`src/rtl/usb_fifo_arbiter.sv`:
```
// usb_fifo_arbiter: CY7C68013 slave-FIFO scheduler sharing one 16-bit port between EP2 reads and EP6 writes.
// Optional macro PKTEND_EN: a WR word flagged tx_last ends the burst with a one-cycle pktend pulse.
module usb_fifo_arbiter #(
  parameter int BURST_MAX = 256,
  parameter int TURN_CYC  = 2
) (
  input  logic        sys_clk,
  input  logic        rst_n,
  input  logic        flaga,
  input  logic        flagd,
  input  logic [15:0] fdata_in,
  output logic [15:0] fdata_out,
  output logic        fdata_oe,
  output logic [1:0]  faddr,
  output logic        slrd,
  output logic        slwr,
  output logic        sloe,
  output logic        pktend,
  output logic [15:0] rx_data,
  output logic        rx_valid,
  input  logic        rx_ready,
  input  logic [15:0] tx_data,
  input  logic        tx_valid,
  input  logic        tx_last,
  output logic        tx_ready,
  output logic [3:0]  gstate
);

  localparam int CW = $clog2(BURST_MAX + 1);
  localparam int TW = (TURN_CYC > 0) ? $clog2(TURN_CYC + 1) : 1;
  localparam logic [CW-1:0] BURST_LAST = CW'(BURST_MAX - 1);
  localparam logic [TW-1:0] TURN_LAST  = TW'((TURN_CYC > 0) ? TURN_CYC - 1 : 0);
  localparam logic [1:0] EP2 = 2'b00;
  localparam logic [1:0] EP6 = 2'b10;

  typedef enum logic [3:0] {
    IDLE = 4'b0001,
    TURN = 4'b0010,
    RD   = 4'b0100,
    WR   = 4'b1000,
    PEND = 4'b1001
  } state_t;

  state_t          state, state_nxt;
  logic [1:0]      faddr_nxt;
  logic [1:0]      tgt;
  logic [CW-1:0]   burst_cnt;
  logic [TW-1:0]   turn_cnt;
  logic            last_rx;
  logic            rx_req, tx_req;
  logic            rd_stb, wr_stb;
  logic            burst_end;
  logic            pkt_end;
  logic            enter_burst;

  always_comb begin
    rx_req    = flaga & rx_ready;
    tx_req    = flagd & tx_valid;
    rd_stb    = (state == RD) & rx_req;
    wr_stb    = (state == WR) & tx_req;
    burst_end = (burst_cnt == BURST_LAST);
  end

`ifdef PKTEND_EN
  assign pkt_end = wr_stb & tx_last;
`else
  logic unused_tx_last;
  assign unused_tx_last = tx_last;
  assign pkt_end        = 1'b0;
`endif

  always_comb begin
    state_nxt   = state;
    faddr_nxt   = faddr;
    tgt         = EP2;
    enter_burst = 1'b0;
    case (state)
      IDLE: begin
        if (rx_req | tx_req) begin
          // On contention the side that did not win last time takes the bus.
          tgt       = (rx_req & (~tx_req | ~last_rx)) ? EP2 : EP6;
          faddr_nxt = tgt;
          if ((tgt != faddr) && (TURN_CYC > 0)) begin
            state_nxt = TURN;
          end else begin
            state_nxt   = (tgt == EP2) ? RD : WR;
            enter_burst = 1'b1;
          end
        end
      end
      TURN: begin
        if (turn_cnt == TURN_LAST) begin
          state_nxt   = (faddr == EP2) ? RD : WR;
          enter_burst = 1'b1;
        end
      end
      RD: begin
        if (!rd_stb || burst_end) state_nxt = IDLE;
      end
      WR: begin
        if (pkt_end)                   state_nxt = PEND;
        else if (!wr_stb || burst_end) state_nxt = IDLE;
      end
      PEND:    state_nxt = IDLE;
      default: state_nxt = IDLE;
    endcase
  end

  always_comb begin
    slrd      = ~rd_stb;
    sloe      = ~(state == RD);
    slwr      = ~wr_stb;
    fdata_oe  = (state == WR);
    tx_ready  = (state == WR) & flagd;
    fdata_out = (state == WR) ? tx_data : '0;
    pktend    = ~(state == PEND);
    gstate    = state;
  end

  always_ff @(posedge sys_clk or negedge rst_n) begin
    if (!rst_n) begin
      state     <= IDLE;
      faddr     <= EP2;
      burst_cnt <= '0;
      turn_cnt  <= '0;
      last_rx   <= 1'b0;
      rx_data   <= '0;
      rx_valid  <= 1'b0;
    end else begin
      state    <= state_nxt;
      faddr    <= faddr_nxt;
      turn_cnt <= (state == TURN) ? turn_cnt + 1'b1 : '0;
      if (enter_burst) begin
        burst_cnt <= '0;
        last_rx   <= (state_nxt == RD);
      end else if (rd_stb | wr_stb) begin
        burst_cnt <= burst_cnt + 1'b1;
      end
      rx_valid <= rd_stb;
      if (rd_stb) rx_data <= fdata_in;
    end
  end

endmodule

```
`config.mk`:
```
export PLATFORM = sky130hd
export DESIGN_NAME = usb_fifo_arbiter
export DESIGN_NICKNAME = d
export VERILOG_FILES = /design/src/rtl/usb_fifo_arbiter.sv
export SDC_FILE = /design/constraint.sdc
export NUM_CORES = 1
export LEC_CHECK = 0
export ABC_AREA = 1
export CORE_MARGIN = 10
export CORE_UTILIZATION = 41
export CTS_BUF_LIST = sky130_fd_sc_hd__clkbuf_4
export CTS_CLUSTER_DIAMETER = 30
export DETAILED_ROUTE_END_ITERATION = 8
export PLACE_DENSITY_LB_ADDON = 0.25
export SLEW_MARGIN = 10
export SYNTH_ARGS = -nofsm -noshare
export SYNTH_HDL_FRONTEND = slang
export SYNTH_SLANG_ARGS = --single-unit
```
`constraint.sdc`:
```
create_clock -name sys_clk -period 2.15 [get_ports sys_clk]
set_input_delay 0.5375 -clock sys_clk [delete_from_list [all_inputs] [get_ports sys_clk]]
set_output_delay 0.5375 -clock sys_clk [all_outputs]
set_load 0.005 [all_outputs]
```
==> impl_metrics.toml, run 1 <==
[timing]
fin_worst_hold_slack_ns = 0.440
fin_crit_sh_pct = 95.8
clock_skew_ns = 0.0151
final_number_of_setup_violating_endpoints = 0
finalHoldViolCount = 0
fmaxAchievable_ghz = 0.486
grt_setup_unrepaired = "false"
fin_crit_ns = 2.06
timing.final.max_slew_violations = 0

[synth]
yosys_register_bits = 34
synthesis.area_um2 = 1850
yosys_top_cell_by_area = "dfrtp_1"
netlist_top_cells_area = "dfrtp_1 45%, nand2_1 15%, inv_1 7.5%"
postSynthNetCount = 289
synth.top_cell.area_share_pct = 44.7
count_of_distinct_cell_types_in_the_synthesized_netlist = 22
share_of_the_yosys_chip_area_belonging_to_registers_pct = 46.1
synth_cells = 245
yosys_warnings = 0
synth.avg_cell_area_um2 = 7.55

[worst_hold_path]
min_path_type = "flop to flop"
whs_endpoint = "turn_cnt[0]$_DFF_PN0_"
hp-start = "turn_cnt[0]$_DFF_PN0_"
min_path_cells = 1

[setup_path]
critical_path.startpoint_type = "flop"
worst-endpoint-arrival_ns = 1.52
worstReg2RegEnd = "last_rx$_DFFE_PN0P_"
timing_worst_setup_path_type = "flop to output pin"
ff_to_ff_setup_slack_ns = 0.37
worst_path_largest_cell_delay_ns = 0.57
cp_data_required_time_ns = 1.61
worstSetupEndpointType = "output pin"
crit_fanout = 4
r2r_cells = 10
critPathSlowestCell = "dfstp_2"
timing.critical_path.cells = "buf_4, clkdlybuf4s50_1"
critical_path.reg2reg.startpoint = "burst_cnt[1]$_DFFE_PN0P_"

[drt]
drt_iter0_markers = 102
drt_wl_total_um = 4950
wl_per_cell_um = 12.5
post-route-drc-count = 0
dr.pass1.iters = 6
dr_total_vias = 1839
vias_per_cell = 4.63
antenna_left = 0

[die]
floorplan.die.height_um = 87.2
chipWidth_um = 87.2
std_cell_rows = 24
coreArea_um2 = 4350
pin_count = 84
floorplan.die_area_um2 = 7600
floorplan.initialDensity_pct = 42.5

[clock_network]
clock_sinks = 34
cts_tree = "built"
cts_clk_pin_slew_worst_paths_ns = 0.09
cts-buffers-inserted = 5
cts_root_buffer = "clkbuf_4"
postCtsHoldBufs = 0
worstSkewPairLatency_ns = 0.33
cts.htree.levels = 2
cts_buffer_depth = 2

[final_layout]
area_growth_pct = 54.9
nNetsFinal = 388
drive_gt1_share_pct = 13.3
final_cell_mix = "73 x nand2_1, 59 x clkdlybuf4s50_1, 36 x inv_1"
most_common_cell_after_layout_fill_and_taps_aside = "nand2_1"
fin_cells = 397
antennaDiodeCount = 0

[flow_run]
drv_cap = 0

[pwr]
worst_ir_drop_vdd_uv = 446
cellLeakagePower_nw = 1.59
pwr_density_cell_nw_per_um2 = 781

[place]
place.gp.congestion = 0.845
hpwlAfterDp_um = 3880
port_buffers = 81
place_inst = 384

[global_routing]
grt_antenna_before_repair = 0
vias_in_the_first_global_route = 1730
gr-usage-all-layers_pct = 12.6
grt_overflow_total = 0
grt_first_pass_wirelength_um = 7870
grt_max_degree = 35

[outcome]
result_of_the_run = "completed"
cell usage after synthesis, drive strengths merged:
cell and n:
inv 40, xnor2 2, nand3 20, dfrtp 33, conb 1, dfstp 1
nand2 80, a21oi 3, nor2 40, nand4 4, nor4 1, ha 5
buf 7, o21ai 8
how the worst max path moves through the flow:
stage	from	to	slack (ns)	cells after the start
after floorplan	flagd	burst_cnt[5]$_DFFE_PN0P_	0.44	9
after global placement	flagd	burst_cnt[0]$_DFFE_PN0P_	-0.30	9
after detailed placement	flagd	burst_cnt[0]$_DFFE_PN0P_	-0.36	9
after CTS	flagd	burst_cnt[0]$_DFFE_PN0P_	0.003	9
after global routing	flagd	burst_cnt[3]$_DFFE_PN0P_	0.002	9
final	gstate[0]$_DFF_PN1_	gstate[0]	0.09	2
metal layers:
metal	vias to the layer above	share of wire, %	GRT usage [%]	wire, um
met2	93	39	18.2	1910
met1	801	44	15.0	2190
li1	938	-	-	-
met4	0	1.0	3.04	51
met5	-	0	0	0
met3	7	16	8.71	793
final cells by class:
cell class | instances | area [um2]
fillers | 378 | 1490
well taps | 52 | 65.1
multi-input cells | 165 | 816
inverters | 40 | 150
clock inverters | 2 | 8.76
flip-flops and latches | 34 | 852
repair buffers | 98 | 928
clock buffers | 6 | 45.0
state kept, by name (all words and copies together) (netlist names):
register   flops
burst_cnt      9
faddr          1
gstate         4
last_rx        1
rx_data       16
rx_valid       1
turn_cnt       2
kinds of logic after synthesis:
logic type	count (synthesis)	share of synthesized area (%)
DFF	34	46.1
and+or+nand+nor	145	34.8
adders and majority gates	5	3.38
xor gates and xnor gates	2	0.947
AOI/OAI and AO/OA	11	3.59
buffers and inverters	47	11.0
other	1	0.203
stage by stage:
stage	utilization, %	setup WS [ns]	setup TNS (ns)	cell area (um2)	total power, mW
2_1_floorplan	-	0.445	0	1850	1.36
3_3_place_gp	63.9	-0.300	-2.82	2780	1.85
3_5_place_dp	63.9	-0.356	-3.67	2780	1.87
4_1_cts	65.5	0.00346	0	2850	2.26
5_1_grt	65.8	0.00157	0	2870	2.42
6_report	65.8	0.0911	0	2870	2.24
where the power goes:
| group | leakage, nW | total [mW] | internal [mW] | switching, mW |
|---|---|---|---|---|
| clock network | 0.0331 | 0.347 | 0.136 | 0.211 |
| registers | 0.464 | 0.902 | 0.800 | 0.102 |
| logic | 1.09 | 0.990 | 0.534 | 0.457 |
| total | 1.59 | 2.24 | 1.47 | 0.770 |
what timing repair did:
item                       4_1_cts  5_1_grt
setup buffers                    4        0
pin swaps                        2        1
cloned                           0        1
setup endpoints to repair       21       12
gates resized for setup         24        3
worst max-delay path, delay by kind of cell, from the launching register on:
family / cells / cell delay [ns]
buf+inv: 2 / 0.64
flops: 1 / 0.57
Note: power is estimated with default switching activity, not from simulation.
==> inputs of run 2 (changes only) <==
--- a/config.mk
+++ b/config.mk
@@ -6,12 +6,12 @@
 export NUM_CORES = 1
 export LEC_CHECK = 0
 export ABC_AREA = 1
-export CORE_MARGIN = 10
+export CORE_MARGIN = 3
 export CORE_UTILIZATION = 41
 export CTS_BUF_LIST = sky130_fd_sc_hd__clkbuf_4
 export CTS_CLUSTER_DIAMETER = 30
 export DETAILED_ROUTE_END_ITERATION = 8
-export PLACE_DENSITY_LB_ADDON = 0.25
+export PLACE_DENSITY = 0.79
 export SLEW_MARGIN = 10
 export SYNTH_ARGS = -nofsm -noshare
 export SYNTH_HDL_FRONTEND = slang
==> impl_metrics.toml, run 2 (synthesis gave the netlist of run 1 again) <==
[setup_path]
critical_path.reg2reg.startpoint = "burst_cnt[0]$_DFFE_PN0P_"
worstSetupEndpointType = "output pin"
critPathSlowestCell = "clkdlybuf4s50_1"
cp_data_required_time_ns = 1.61
crit_fanout = 3
ff_to_ff_setup_slack_ns = 0.38
timing_worst_setup_path_type = "input pin to output pin"
worst_path_largest_cell_delay_ns = 0.47
critPathBufInv = 3
timing.critical_path.cells = "clkdlybuf4s50_1, nand2_1, inv_2, nand3_4, dlygate4sd2_1"
critical_path.startpoint_type = "input pin"
critPathTopFamily = "buffers and inverters"
r2r_cells = 10
worstReg2RegEnd = "last_rx$_DFFE_PN0P_"
worst-endpoint-arrival_ns = 1.54

[drt]
drt_iter0_markers = 63
antenna_left = 0
post-route-drc-count = 0
drt_wl_total_um = 4510
dr.pass1.iters = 4
vias_per_cell = 4.66
wl_per_cell_um = 11.4
dr_total_vias = 1851

[flow_run]
drv_cap = 0

[global_routing]
vias_in_the_first_global_route = 1761
grt_max_degree = 35
grt_first_pass_wirelength_um = 7270
grt_antenna_before_repair = 0
gr-usage-all-layers_pct = 17.5
grt_overflow_total = 0

[die]
chipWidth_um = 73.2
coreArea_um2 = 4170
floorplan.initialDensity_pct = 44.3
floorplan.die_area_um2 = 5350
std_cell_rows = 23
pin_count = 84
floorplan.die.height_um = 73.2

[pwr]
p_int_mw = 1.47
worst_ir_drop_vdd_uv = 512
p_sw_share_pct = 34.9
cellLeakagePower_nw = 1.60
pwr_density_cell_nw_per_um2 = 783
clock_power_share_pct = 14.9
power_switching_mw = 0.786
power.share.combinational_pct = 44.6
proportion_of_power_drawn_by_flip_flops_and_latches_pct = 40.5

[timing]
fmaxAchievable_ghz = 0.481
fin_crit_ns = 2.08
timing.final.max_slew_violations = 0
clock_skew_ns = 0.0142
grt_setup_unrepaired = "false"
fin_crit_sh_pct = 96.8
fin_worst_hold_slack_ns = 0.441
final_number_of_setup_violating_endpoints = 0
finalHoldViolCount = 0

[final_layout]
fin_cells = 397
top_reg_by_flops = "rx_data"
nNetsFinal = 390
drive_gt1_share_pct = 13.5
layout_filler_cell_count = 342
area_growth_pct = 55.5
final_core_utilization_pct = 68.9
largest_register_ff_count = 16
most_common_cell_after_layout_fill_and_taps_aside = "nand2_1"
final_cell_mix = "73 x nand2_1, 59 x clkdlybuf4s50_1, 35 x inv_1"
antennaDiodeCount = 0

[place]
place_inst = 382
place.gp.congestion = 0.846
port_buffers = 81
hpwlAfterDp_um = 3380

[clock_network]
worstSkewPairLatency_ns = 0.34
cts.htree.levels = 2
cts_buffer_depth = 2
cts_tree = "built"
cts-buffers-inserted = 5
cts_clk_pin_slew_worst_paths_ns = 0.09
clock_sinks = 34
cts_root_buffer = "clkbuf_4"

[worst_hold_path]
min_path_cells = 1
whs_endpoint = "turn_cnt[0]$_DFF_PN0_"
min_path_type = "flop to flop"
hp-start = "turn_cnt[0]$_DFF_PN0_"

[outcome]
result_of_the_run = "completed"
==> run 2: cell count changes in the layout (fill, tap and decap cells not counted) <==
cell / before / now
nor2_2: 3 / 2
clkbuf_4: 6 / 5
buf_4: 16 / 19
clkinv_2: 1 / 0
clkinv_1: 1 / 3
clkdlybuf4s15_1: 1 / 0
inv_1: 36 / 35
dlymetal6s2s_1: 1 / 2
inv_2: 4 / 5
==> run 2: final cells by class <==
| type | count | area (um2) | area share [%] |
|---|---|---|---|
| clock inverter | 3 | 11.3 | 0.391 |
| inverter | 40 | 150 | 5.22 |
| tap | 50 | 62.6 | 2.17 |
| sequential | 34 | 852 | 29.6 |
| timing repair buffer | 101 | 953 | 33.1 |
| multi-input combinational | 164 | 810 | 28.1 |
| clock buffer | 5 | 37.5 | 1.30 |
==> run 2: worst max path at each step <==
stage / start / endpoint / cells past startpoint
after CTS: gstate[3]$_DFF_PN0_ / fdata_oe / 5
after detailed placement: flagd / burst_cnt[0]$_DFFE_PN0P_ / 9
final: rx_ready / slrd / 5
after global placement: flagd / burst_cnt[0]$_DFFE_PN0P_ / 9
after floorplan: flagd / burst_cnt[5]$_DFFE_PN0P_ / 9
after global routing: flagd / burst_cnt[8]$_DFFE_PN0P_ / 10
==> run 2: what timing repair did <==
action | in CTS | in global routing
setup endpoints to repair | 22 | 5
hold buffers | 0 | 0
endpoints found under the hold margin | 0 | 0
gates resized for setup | 25 | 2
pin swaps | 2 | 2
buffers inserted | 4 | 3
==> run 2: power groups by stage <==
stage          clock (mW)  sequential (mW)  combinational, mW
2_1_floorplan           0            0.927              0.435
3_3_place_gp            0            0.924              0.913
3_5_place_dp            0            0.925              0.937
4_1_cts             0.347            0.909              0.990
5_1_grt             0.361            0.931               1.12
6_report            0.335            0.912               1.00
==> run 2: per-layer routing <==
metal  part of all wire (%)  track usage (%)
met5                      0                0
met4                    1.4             7.17
met3                     14             8.13
met2                     44             30.3
met1                     41             18.2
==> run 2: worst register-to-register path, cell delays in order, from the launching register on <==
cell	delay (ns)
dfrtp_1	0.39
ha_1	0.20
nand2_1	0.09
nor4_1	0.32
ha_1	0.20
inv_1	0.05
nand4_1	0.13
nand2_1	0.07
nor2_1	0.11
nand3_1	0.09
nand2_1	0.06
==> run 2: metrics by stage <==
stage	total power, mW	instance area, um2	worst slack (ns)	setup TNS, ns
2_1_floorplan	1.36	1850	0.445	0
3_3_place_gp	1.84	2780	-0.319	-2.98
3_5_place_dp	1.86	2780	-0.387	-3.42
4_1_cts	2.25	2850	0.00163	0
5_1_grt	2.41	2880	0.00650	0
6_report	2.25	2880	0.0698	0
==> inputs of run 3 (changes only) <==
==> constraint.sdc (replaced) <==
create_clock -name sys_clk -period 2.3 [get_ports sys_clk]
set_input_delay 0.575 -clock sys_clk [delete_from_list [all_inputs] [get_ports sys_clk]]
set_output_delay 0.575 -clock sys_clk [all_outputs]
set_load 0.005 [all_outputs]
==> impl_metrics.toml, run 3 (synthesis gave the netlist of run 1 again) <==
[clock_network]
clock_sinks = 34
cts_buffer_depth = 2
cts.htree.levels = 2
cts_tree = "built"
worstSkewPairLatency_ns = 0.34
postCtsHoldBufs = 0
cts_clk_pin_slew_worst_paths_ns = 0.10
cts-buffers-inserted = 5
cts_root_buffer = "clkbuf_4"

[final_layout]
antennaDiodeCount = 0
final_cell_mix = "73 x nand2_1, 61 x clkdlybuf4s50_1, 35 x inv_1"
nNetsFinal = 383
drive_gt1_share_pct = 12.4
final_core_utilization_pct = 67.6
most_common_cell_after_layout_fill_and_taps_aside = "nand2_1"
area_growth_pct = 52.6
top_reg_by_flops = "rx_data"
largest_register_ff_count = 16

[global_routing]
grt_antenna_before_repair = 0
grt_first_pass_wirelength_um = 7530
vias_in_the_first_global_route = 1846
grt_max_degree = 35
gr-usage-all-layers_pct = 18.2
grt_overflow_total = 0

[setup_path]
crit_fanout = 4
critical_path.reg2reg.startpoint = "burst_cnt[1]$_DFFE_PN0P_"
setup.worst_path.end = "fdata_oe"
worstReg2RegEnd = "last_rx$_DFFE_PN0P_"
r2r_cells = 10
worstSetupEndpointType = "output pin"
critPathSlowestCell = "clkdlybuf4s50_1"
critPathLaunch = "gstate[3]$_DFF_PN0_"
worst_path_most_repeated_cell = "inv_2"
timing.critical_path.cells = "inv_2, nor2_4, nand2_2, inv_2, clkdlybuf4s50_1"
cp_data_required_time_ns = 1.73
ff_to_ff_setup_slack_ns = 0.54
worst-endpoint-arrival_ns = 1.61
timing_worst_setup_path_type = "flop to output pin"
critical_path.startpoint_type = "flop"
worst_path_largest_cell_delay_ns = 0.50

[timing]
final_number_of_setup_violating_endpoints = 0
fin_worst_hold_slack_ns = 0.442
finalHoldViolCount = 0
timing.final.max_slew_violations = 0
fin_setup_tns_ns = 0
fin_crit_ns = 2.18
fin_crit_sh_pct = 94.9
post-route-worst-setup-slack_ns = 0.116
clock_skew_ns = 0.00803
grt_setup_unrepaired = "false"
fmaxAchievable_ghz = 0.458

[die]
std_cell_rows = 23
floorplan.initialDensity_pct = 44.3
floorplan.die_area_um2 = 5350
coreArea_um2 = 4170
floorplan.die.height_um = 73.2
pin_count = 84
chipWidth_um = 73.2

[drt]
drt_wl_total_um = 4610
m1WireLength_um = 1800
drt_iter0_markers = 57
dr.pass1.iters = 4
post-route-drc-count = 0
wl_per_cell_um = 11.8
met3_length_um = 642
vias_per_cell = 4.76
highest-signal-layer = "met4"
dr_total_vias = 1856
route.met2.wl_um = 2060
antenna_left = 0

[place]
hpwlAfterDp_um = 3350
port_buffers = 81
place.gp.congestion = 0.828
place_worst_setup_slack_ns = -0.259

[pwr]
p_sw_share_pct = 35.1
clock_power_share_pct = 15.7
power_switching_mw = 0.736
worst_ir_drop_vdd_uv = 479
post-layout-total-power_mw = 2.10
cellLeakagePower_nw = 1.54
power.share.combinational_pct = 43.9
pwr_density_cell_nw_per_um2 = 744
p_int_mw = 1.36
proportion_of_power_drawn_by_flip_flops_and_latches_pct = 40.4

[outcome]
result_of_the_run = "completed"

[worst_hold_path]
min_path_type = "flop to flop"

[flow_run]
drv_cap = 0
==> run 3: power groups by stage <==
stage	logic, mW	clock network (mW)	registers, mW
4_1_cts	0.911	0.337	0.847
6_report	0.923	0.329	0.848
3_3_place_gp	0.823	0	0.868
5_1_grt	1.03	0.357	0.864
3_5_place_dp	0.846	0	0.870
2_1_floorplan	0.406	0	0.866
==> run 3: how the worst min path moves through the flow <==
| stage | from | endpoint | slack, ns | cells after the start |
|---|---|---|---|---|
| 6_report | turn_cnt[0]$_DFF_PN0_ | turn_cnt[0]$_DFF_PN0_ | 0.44 | 1 |
| 5_1_grt | turn_cnt[0]$_DFF_PN0_ | turn_cnt[0]$_DFF_PN0_ | 0.48 | 1 |
| 4_1_cts | turn_cnt[0]$_DFF_PN0_ | turn_cnt[0]$_DFF_PN0_ | 0.44 | 1 |
| 3_5_place_dp | turn_cnt[0]$_DFF_PN0_ | turn_cnt[0]$_DFF_PN0_ | 0.43 | 1 |
| 3_3_place_gp | turn_cnt[0]$_DFF_PN0_ | turn_cnt[0]$_DFF_PN0_ | 0.42 | 1 |
| 2_1_floorplan | rst_n | burst_cnt[0]$_DFFE_PN0P_ | 0.28 | 0 |
==> run 3: timing repair <==
item	in CTS	in global routing
hold endpoints to repair	0	0
pin swaps	3	0
buffers inserted	6	0
setup endpoints to repair	20	10
resized for setup	21	3
==> run 3: layer usage <==
| metal | vias up | track usage (%) |
|---|---|---|
| li1 | 926 | - |
| met1 | 814 | 19.3 |
| met2 | 104 | 30.7 |
| met3 | 12 | 7.71 |
| met4 | 0 | 9.22 |
| met5 | - | 0 |
==> run 3: through the flow <==
step / cell area (um2) / cells
3_3_place_gp: 2740 / 376
4_1_cts: 2820 / 390
6_report: 2820 / 390
3_5_place_dp: 2740 / 376
5_1_grt: 2820 / 390
2_1_floorplan: 1850 / 245
==> run 3: critical path, delay by kind of cell (launching register included) <==
family | cells | cell delay, ns
buffers and inverters | 3 | 0.65
AND/OR/NAND/NOR | 2 | 0.24
flip-flops | 1 | 0.38
==> run 3: layout make-up <==
cell class,instances,area (um2)
Inverter,40,150
Fill cell,351,1350
Sequential cell,34,852
Multi-Input combinational cell,164,805
Tap cell,50,62.6
Clock inverter,2,8.76
Clock buffer,6,45.0
Timing Repair Buffer,94,900
